### src/rtl/key_pkg.sv
// Shared definitions for the key debouncer: per-key FSM state encoding and
// the pin level that corresponds to a released key.
package key_pkg;

  typedef enum logic [2:0] {
    IDLE      = 3'd0,
    PRESS_DB  = 3'd1,
    HELD      = 3'd2,
    LONG_HELD = 3'd3,
    REL_DB    = 3'd4
  } key_state_t;

  // Raw pin level of a key that is not pressed.
  function automatic logic released_level(input bit active_low);
    return active_low;
  endfunction

endpackage

### src/rtl/key_channel.sv
// One key: 2-FF synchroniser, debounce/hold FSM and its counters.
// Auto-repeat logic is only built when KEY_AUTOREPEAT_EN is defined.
module key_channel
  import key_pkg::*;
#(
  parameter bit          ACTIVE_LOW      = 1'b1,
  parameter int unsigned DEBOUNCE_CYCLES = 1000,
  parameter int unsigned LONG_CYCLES     = 50000000,
  parameter int unsigned REPEAT_CYCLES   = 10000000
) (
  input  logic clk,
  input  logic rst_n,
  input  logic key_in,
  output logic key_level,
  output logic press_pulse,
  output logic release_pulse,
  output logic long_pulse,
  output logic repeat_pulse,
  output logic press_set
);

  localparam int unsigned DB_W   = $clog2(DEBOUNCE_CYCLES);
  localparam int unsigned HOLD_W = $clog2(LONG_CYCLES);
  localparam logic [DB_W-1:0]   DB_LAST   = DB_W'(DEBOUNCE_CYCLES - 1);
  localparam logic [HOLD_W-1:0] HOLD_LAST = HOLD_W'(LONG_CYCLES - 1);

  if (DEBOUNCE_CYCLES < 2) begin : g_bad_debounce
    $error("DEBOUNCE_CYCLES must be at least 2");
  end
  if (LONG_CYCLES <= DEBOUNCE_CYCLES) begin : g_bad_long
    $error("LONG_CYCLES must exceed DEBOUNCE_CYCLES");
  end
  if (REPEAT_CYCLES < 2) begin : g_bad_repeat
    $error("REPEAT_CYCLES must be at least 2");
  end

  logic              sync1_reg, sync2_reg;
  logic              p;
  key_state_t        state_reg, state_next;
  logic [DB_W-1:0]   db_cnt_reg, db_cnt_next;
  logic [HOLD_W-1:0] hold_cnt_reg, hold_cnt_next;
  logic              origin_long_reg, origin_long_next;
  logic              level_next, release_set, long_set;

`ifdef KEY_AUTOREPEAT_EN
  localparam int unsigned REP_W = $clog2(REPEAT_CYCLES);
  localparam logic [REP_W-1:0] REP_LAST = REP_W'(REPEAT_CYCLES - 1);
  logic [REP_W-1:0] rep_cnt_reg, rep_cnt_next;
  logic             repeat_set;
`endif

  assign p = sync2_reg ^ ACTIVE_LOW;

  always_comb begin
    state_next       = state_reg;
    db_cnt_next      = db_cnt_reg;
    hold_cnt_next    = hold_cnt_reg;
    origin_long_next = origin_long_reg;
    level_next       = key_level;
    press_set        = 1'b0;
    release_set      = 1'b0;
    long_set         = 1'b0;
`ifdef KEY_AUTOREPEAT_EN
    rep_cnt_next     = rep_cnt_reg;
    repeat_set       = 1'b0;
`endif
    unique case (state_reg)
      IDLE: begin
        if (p) begin
          state_next  = PRESS_DB;
          db_cnt_next = '0;
        end
      end
      PRESS_DB: begin
        if (!p) begin
          state_next  = IDLE;
          db_cnt_next = '0;
        end else if (db_cnt_reg == DB_LAST) begin
          state_next       = HELD;
          level_next       = 1'b1;
          press_set        = 1'b1;
          hold_cnt_next    = '0;
          origin_long_next = 1'b0;
        end else begin
          db_cnt_next = db_cnt_reg + 1'b1;
        end
      end
      HELD: begin
        if (!p) begin
          state_next  = REL_DB;
          db_cnt_next = '0;
        end else if (hold_cnt_reg == HOLD_LAST) begin
          state_next       = LONG_HELD;
          long_set         = 1'b1;
          origin_long_next = 1'b1;
`ifdef KEY_AUTOREPEAT_EN
          rep_cnt_next     = '0;
`endif
        end else begin
          hold_cnt_next = hold_cnt_reg + 1'b1;
        end
      end
      LONG_HELD: begin
        if (!p) begin
          state_next  = REL_DB;
          db_cnt_next = '0;
        end
`ifdef KEY_AUTOREPEAT_EN
        else if (rep_cnt_reg == REP_LAST) begin
          repeat_set   = 1'b1;
          rep_cnt_next = '0;
        end else begin
          rep_cnt_next = rep_cnt_reg + 1'b1;
        end
`endif
      end
      REL_DB: begin
        // A bounce back to pressed resumes the hold as if this cycle had been held.
        if (p) begin
          if (origin_long_reg) begin
            state_next = LONG_HELD;
`ifdef KEY_AUTOREPEAT_EN
            rep_cnt_next = '0;
`endif
          end else if (hold_cnt_reg == HOLD_LAST) begin
            state_next       = LONG_HELD;
            long_set         = 1'b1;
            origin_long_next = 1'b1;
`ifdef KEY_AUTOREPEAT_EN
            rep_cnt_next     = '0;
`endif
          end else begin
            state_next    = HELD;
            hold_cnt_next = hold_cnt_reg + 1'b1;
          end
        end else if (db_cnt_reg == DB_LAST) begin
          state_next  = IDLE;
          level_next  = 1'b0;
          release_set = 1'b1;
          db_cnt_next = '0;
        end else begin
          db_cnt_next = db_cnt_reg + 1'b1;
        end
      end
      default: begin
        state_next = IDLE;
      end
    endcase
  end

  always_ff @(posedge clk or negedge rst_n) begin
    if (!rst_n) begin
      sync1_reg       <= released_level(ACTIVE_LOW);
      sync2_reg       <= released_level(ACTIVE_LOW);
      state_reg       <= IDLE;
      db_cnt_reg      <= '0;
      hold_cnt_reg    <= '0;
      origin_long_reg <= 1'b0;
      key_level       <= 1'b0;
      press_pulse     <= 1'b0;
      release_pulse   <= 1'b0;
      long_pulse      <= 1'b0;
    end else begin
      sync1_reg       <= key_in;
      sync2_reg       <= sync1_reg;
      state_reg       <= state_next;
      db_cnt_reg      <= db_cnt_next;
      hold_cnt_reg    <= hold_cnt_next;
      origin_long_reg <= origin_long_next;
      key_level       <= level_next;
      press_pulse     <= press_set;
      release_pulse   <= release_set;
      long_pulse      <= long_set;
    end
  end

`ifdef KEY_AUTOREPEAT_EN
  always_ff @(posedge clk or negedge rst_n) begin
    if (!rst_n) begin
      rep_cnt_reg  <= '0;
      repeat_pulse <= 1'b0;
    end else begin
      rep_cnt_reg  <= rep_cnt_next;
      repeat_pulse <= repeat_set;
    end
  end
`else
  assign repeat_pulse = 1'b0;
`endif

endmodule

### src/rtl/multi_key_debounce.sv
// N_KEYS independent debounced key channels plus a registered any_press flag.
// Optional auto-repeat is enabled by defining KEY_AUTOREPEAT_EN.
module multi_key_debounce #(
  parameter int unsigned N_KEYS          = 4,
  parameter bit          ACTIVE_LOW      = 1'b1,
  parameter int unsigned DEBOUNCE_CYCLES = 1000,
  parameter int unsigned LONG_CYCLES     = 50000000,
  parameter int unsigned REPEAT_CYCLES   = 10000000
) (
  input  logic              clk,
  input  logic              rst_n,
  input  logic [N_KEYS-1:0] key_in,
  output logic [N_KEYS-1:0] key_level,
  output logic [N_KEYS-1:0] press_pulse,
  output logic [N_KEYS-1:0] release_pulse,
  output logic [N_KEYS-1:0] long_pulse,
  output logic [N_KEYS-1:0] repeat_pulse,
  output logic              any_press
);

  logic [N_KEYS-1:0] press_set;

  for (genvar gi = 0; gi < N_KEYS; gi++) begin : g_chan
    key_channel #(
      .ACTIVE_LOW      (ACTIVE_LOW),
      .DEBOUNCE_CYCLES (DEBOUNCE_CYCLES),
      .LONG_CYCLES     (LONG_CYCLES),
      .REPEAT_CYCLES   (REPEAT_CYCLES)
    ) u_chan (
      .clk           (clk),
      .rst_n         (rst_n),
      .key_in        (key_in[gi]),
      .key_level     (key_level[gi]),
      .press_pulse   (press_pulse[gi]),
      .release_pulse (release_pulse[gi]),
      .long_pulse    (long_pulse[gi]),
      .repeat_pulse  (repeat_pulse[gi]),
      .press_set     (press_set[gi])
    );
  end

  // Registered from the channels' next-cycle press so it lines up with press_pulse.
  always_ff @(posedge clk or negedge rst_n) begin
    if (!rst_n) begin
      any_press <= 1'b0;
    end else begin
      any_press <= |press_set;
    end
  end

endmodule
### config.mk
export PLATFORM = sky130hd
export DESIGN_NAME = multi_key_debounce
export DESIGN_NICKNAME = d
export VERILOG_FILES = /design/src/rtl/key_pkg.sv /design/src/rtl/key_channel.sv /design/src/rtl/multi_key_debounce.sv
export SDC_FILE = /design/constraint.sdc
export NUM_CORES = 1
export LEC_CHECK = 0
export CORE_AREA = 2 2 157 159
export CTS_CLUSTER_DIAMETER = 60
export CTS_CLUSTER_SIZE = 40
export DETAILED_ROUTE_END_ITERATION = 10
export DIE_AREA = 0 0 159 161
export SLEW_MARGIN = 20
export SYNTH_ARGS = -nofsm -noshare
export SYNTH_HDL_FRONTEND = slang
export SYNTH_HIERARCHICAL = 1
export SYNTH_SLANG_ARGS = --single-unit
### constraint.sdc
create_clock -name clk -period 5.7 [get_ports clk]
set_input_delay 1.71 -clock clk [delete_from_list [all_inputs] [get_ports clk]]
set_output_delay 1.71 -clock clk [all_outputs]
set_load 0.02 [all_outputs]
==> qor.yml, run 1 <==
clock_path_buffers: 2
synth_adder_area_share_pct: 0.947
firstDrtPassIters: 5
die-area_um2: 25600
start_util_pct: 44.1
clkTransAtPathRegs_ns: 0.08
drt-total-wl_um: 23200
yosysTopAreaCell: "dfrtp_1"
crit_path_start_kind: "register"
rsz0062_at_grt: "false"
drt_iter0_drc: 592
leakage_nw: 4.56
synth.area.top_cells: "dfrtp_1 42%, o21ai_0 4.7%, nand2_1 3.8%"
period_minus_slack_ns: 3.13
grt_usage_pct: 18.4
power_w: 0.00283
antennaDiodeCount: 0
viasPerCell: 5.78
dp_cells: 1461
cts_tree: "built"
htreeDepth: 4
syn_nets: 1179
core-area_um2: 24000
cts_hold_buf: 0
cellPowerDensity_nw_per_um2: 243
crit_path_max_incr_delay_ns: 0.61
irDropWorstVdd_uv: 194
syn_to_final_growth_pct: 9.87
synth.ff_latch_count: 185
postCtsSetupRepairBufs: 0
die_y_um: 161
syn_area_per_cell_um2: 9.07
cp_top_family: "buffers and inverters"
fin_area_um2: 11600
finalNonFillerCells: 1493
path_cells: "clkdlybuf4s50_1"
drc: 0
ys_warn_count: 6
hold_path.class: "register to register"
finalSetupViolCount: 0
end_kind: "primary output"
portBuffers: 22
synth_ff_type: "dfrtp_1"
io_pins: 27
antenna_found_initial: 0
routedWlPerCell_um: 15.5
critical_path_class: "register to primary output"
cap_violations: 0
cts_resized: 0
synthCells: 1165
cts_inserted_buffers: 17
path_max_fanout: 3
required_ns: 3.99
overflow: 0
fill_cells: 2312
synth-compound-area-share_pct: 19.5
outcome: "complete, no violations"
wl_met3_um: 716
yosysTopAreaCellShare_pct: 41.9
fp.dieW_um: 159
critPathSlowestCell: "clkdlybuf4s50_1"
largest_register_ffs: 104
crit_buf_inv: 1
hpwl_um: 15400
tightest_slew_ns: 0.963
wl_met1_um: 11800
clock_latency_ns: 0.43
cp.depth: 1
clock_sinks: 185
ys_seq_area_share_pct: 43.9
grt_pass1_vias: 8021
cts-root-buf: "clkbuf_16"
ant_nets: 0
skew_ns: 0.0100
dr.max_layer_used: "met4"
post-route-util_pct: 48.5
dr_wl_met2_um: 10400
synth_top_family_by_area: "simple AND/OR/NAND/NOR gates"
muxShareOfSynthArea_pct: 1.76
synth-simple-area-share_pct: 27.3
synth_edf_count: 0
slew-limit-headroom_pct: 35.8
min_period_over_period_pct: 55.0
synth_cell_types: 85
nets: 1170
ff2ff_path_depth: 6
whs_path_depth: 0
synthXorXnorAreaFrac_pct: 3.07
max_freq_mhz: 319
async_reset_ff_share_pct: 100
num_rows: 57
grt_max_degree: 113
hold_viol: 0
layout-drive-gt1-share_pct: 8.64
grt_pass1_wl_um: 39900
syn-cell-area_um2: 10600
drv_slew: 0
tns_ns: 0
place_area_um2: 11000
place.gp.congestion: 0.828
cp.arrival_ns: 1.42
via_count: 8635
## per-stage QoR
| stage | worst slack (ns) | hold WS, ns |
|---|---|---|
| after CTS | 2.54 | 0.358 |
| final | 2.57 | 0.357 |
| after global placement | 2.82 | 0.345 |
| after detailed placement | 2.82 | 0.347 |
| after global routing | 2.51 | 0.361 |
| after floorplan | 3.55 | 0.345 |
## final cells by class
cell class | instances | area (µm²) | area share, %
timing repair buffer | 30 | 297 | 2.55
clock buffer | 18 | 439 | 3.78
tap | 324 | 405 | 3.49
inverter | 19 | 71.3 | 0.614
clock inverter | 14 | 174 | 1.50
sequential | 185 | 4640 | 40.0
multi-input combinational | 903 | 5590 | 48.1
## kinds of logic (layout without fill, tap and decap cells)
group / Yosys count / after routing
AOI/OAI and AO/OA: 314 / 314
xor gates and xnor gates: 37 / 37
adders and majority gates: 8 / 8
buffers and inverters: 77 / 81
DFF: 185 / 185
muxes: 18 / 18
other: 4 / 4
and+or+nand+nor: 522 / 522
## metal layers
metal,global-route usage (%),vias up
met2,28.0,127
li1,-,4308
met5,0,-
met1,27.4,4184
met3,3.11,16
met4,4.67,0
## power by group
part / switching (W) / internal [W]
clock: 0.000583 / 0.000645
combinational: 0.000133 / 0.0000770
sequential: 0.0000485 / 0.00134
## placed cells by master, fill, tap and decap left out, drive strengths merged, types with 18 or more instances in the layout
| cell type | n |
|---|---|
| a21oi | 66 |
| a31oi | 22 |
| and3 | 29 |
| clkbuf | 19 |
| clkdlybuf4s50 | 21 |
| dfrtp | 177 |
| inv | 27 |
| nand2 | 108 |
| nand2b | 22 |
| nand3 | 55 |
| nand4 | 32 |
| nor2 | 106 |
| nor3 | 33 |
| o21ai | 121 |
| o31ai | 33 |
| or3 | 18 |
| xnor2 | 24 |
## path summary, 6_finish.rpt
path,from,to,slack [ns]
max reg2reg,g_chan[0].u_chan/state_reg[1],g_chan[0].u_chan/hold_cnt_reg[24],2.93
min in group asynchronous,rst_n,g_chan[1].u_chan/db_cnt_reg[4],1.35
max in group asynchronous,rst_n,g_chan[2].u_chan/sync1_reg,3.42
min reg2reg,g_chan[3].u_chan/sync1_reg,g_chan[3].u_chan/sync2_reg,0.36
min,g_chan[3].u_chan/sync1_reg,g_chan[3].u_chan/sync2_reg,0.36
max,g_chan[2].u_chan/key_level,key_level[2],2.57
## cells in the mapped netlist (all sizes together), types with 5 or more instances
master,instances
or2,8
a21oi,66
a211oi,8
mux2i,13
nor4,10
and3,29
and4,17
nor4bb,5
nor2,106
or4,17
inv,19
dfrtp,177
a2111oi,5
nand4,32
a21o,5
o31ai,33
o21ai,121
a22o,5
nor2b,7
clkbuf,36
mux2,5
xnor2,24
nor3,33
buf,22
o41ai,12
dfstp,8
or3b,5
nand3,55
and2,15
nand2b,22
o2111ai,8
nand2,108
nor4b,9
nor3b,11
ha,8
or3,18
xor2,13
a31oi,22
Note: power is estimated with default switching activity, not from simulation.
==> inputs of run 2 (changes only) <==
Clock period 5.7 ns to 2.5 ns, I/O delays scaled along.
==> run 2 against run 1 <==
Against the previous run:
- worst setup slack got worse by 2.4 ns
- sequential share of layout area fell by 1.4 points
- critical path type is now register to register
- die area did not move
- combinational power rose to 2.8 times the previous value
- count of clock-buffer cells in the layout did not move
- non-clock buffer count rose by 51
- final cell count rose by 3.4%
- cell area rose by 3.5%
- register-to-register slack got worse by 2.7 ns
- sequential power rose by 120%
- critical endpoint is now g_chan[2].u_chan/hold_cnt_reg[14]
- first-iteration DRC count rose by 9.0%
- flip-flop and latch count did not move
==> qor.yml, run 2 (synthesized netlist as in run 1, its figures left out) <==
die_y_um: 161  # unchanged
wl_met3_um: 723  # +0.98%
grt_pass1_vias: 8456  # +5.4%
tightest_slew_ns: 1.04  # +0.0749 ns
drt-total-wl_um: 23800  # +2.6%
hold_viol: 0  # unchanged
cts_tree: "built"
crit_path_start_kind: "register"
end_kind: "register"
rsz0062_at_grt: "false"
grt_pass1_wl_um: 41100  # +3.0%
critical_path_class: "register to register"
layout-drive-gt1-share_pct: 12.4  # +3.7 points
largest_register_ffs: 104  # unchanged
portBuffers: 22  # unchanged
start_util_pct: 44.1  # unchanged
nets: 1221  # +4.4%
cellPowerDensity_nw_per_um2: 544  # +120%
ant_nets: 0  # unchanged
outcome: "complete, no violations"
postCtsSetupRepairBufs: 0  # unchanged
hold_path.class: "input port to asynchronous set/reset pin"
overflow: 0  # unchanged
antennaDiodeCount: 0  # unchanged
slew-limit-headroom_pct: 30.3  # -5.5 points
wl_met1_um: 11900  # +0.13%
path_max_fanout: 6  # +3
cts_hold_buf: 0  # unchanged
required_ns: 2.87  # -1.12 ns
tns_ns: 0  # unchanged
dr_wl_met2_um: 11000  # +5.5%
grt_usage_pct: 19.1  # +0.72 points
layout_commonest_cell: "dfrtp_1"
firstDrtPassIters: 5  # unchanged
post-route-util_pct: 50.2  # +1.7 points
cp.arrival_ns: 2.66  # +1.24 ns
io_pins: 27  # unchanged
cts-root-buf: "clkbuf_16"
dr.max_layer_used: "met4"
viasPerCell: 5.77  # -0.28%
place.gp.congestion: 0.831  # +0.35%
grt_max_degree: 62  # -45%
period_minus_slack_ns: 2.30
skew_ns: 0.0158  # +0.00578 ns
max_freq_mhz: 435
finalSetupViolCount: 0  # unchanged
leakage_nw: 4.83  # +5.9%
clock_sinks: 185  # unchanged
clock_path_buffers: 2  # unchanged
routedWlPerCell_um: 15.4  # -0.77%
drt_iter0_drc: 645  # +9.0%
cts_inserted_buffers: 17  # unchanged
drv_slew: 0  # unchanged
cap_violations: 0  # unchanged
num_rows: 57  # unchanged
htreeDepth: 4  # unchanged
antenna_found_initial: 0  # unchanged
clock_latency_ns: 0.44  # about the same
clkTransAtPathRegs_ns: 0.08  # about the same
layout_common_cells: "177 x dfrtp_1, 108 x nand2_1, 106 x nor2_1"
min_period_over_period_pct: 91.9
die-area_um2: 25600  # unchanged
fp.dieW_um: 159  # unchanged
core-area_um2: 24000  # unchanged
irDropWorstVdd_uv: 375  # +93%
hpwl_um: 16500  # +7.1%
via_count: 8905  # +3.1%
drc: 0  # unchanged
syn_to_final_growth_pct: 13.7
run 2: metal layers:
layer	track usage, %	vias to the layer above
li1	-	4396
met4	5.37	0
met1	27.1	4322
met2	30.6	162
met3	3.11	25
met5	0	-
run 2: timing repair:
action | CTS | global route
setup endpoints to repair | 0 | 5
hold endpoints to repair | 0 | 0
gates resized for setup | 0 | 2
run 2: final timing paths:
check | start | slack, ns | endpoint | depth (start not counted)
max | g_chan[2].u_chan/db_cnt_reg[0] | 0.20 | g_chan[2].u_chan/hold_cnt_reg[14] | 7
min | rst_n | 0.29 | g_chan[1].u_chan/db_cnt_reg[5] | 1
max reg2reg | g_chan[2].u_chan/db_cnt_reg[0] | 0.20 | g_chan[2].u_chan/hold_cnt_reg[14] | 7
min reg2reg | g_chan[0].u_chan/sync1_reg | 0.36 | g_chan[0].u_chan/sync2_reg | 0
max in group asynchronous | rst_n | 1.51 | g_chan[3].u_chan/sync2_reg | 2
min in group clk | g_chan[0].u_chan/sync1_reg | 0.36 | g_chan[0].u_chan/sync2_reg | 0
run 2: cell type report:
cell class	instances	area, µm²
Clock buffer	18	439
Clock inverter	14	180
Fill cell	2293	11900
Inverter	19	71.3
Multi-Input combinational cell	903	5580
Sequential cell	185	4640
Tap cell	324	405
Timing Repair Buffer	81	704
run 2: worst max-delay path, cell delays in order (launching register included):
cell	delay (ns)
dfrtp_1	0.44
ha_1	0.20
nand4b_1	0.21
nor4_4	0.33
o21a_2	0.27
o21ai_2	0.13
or4_1	0.48
a21oi_1	0.17
run 2: through the flow:
stage	power (W)	instances	instance area, µm²	worst slack (ns)	hold WS (ns)
floorplan	0.00354	1165	10600	0.383	0.345
global placement	0.00375	1512	11400	0.256	0.347
detailed placement	0.00375	1512	11400	0.200	0.347
CTS	0.00663	1544	12000	0.179	0.304
global route	0.00684	1544	12000	0.0191	0.324
finish	0.00654	1544	12000	0.202	0.292
run 2: power by group:
group / total [W] / internal (W) / switching, W
clock network: 0.00284 / 0.00155 / 0.00129
logic: 0.000585 / 0.000214 / 0.000371
registers: 0.00311 / 0.00306 / 0.0000588
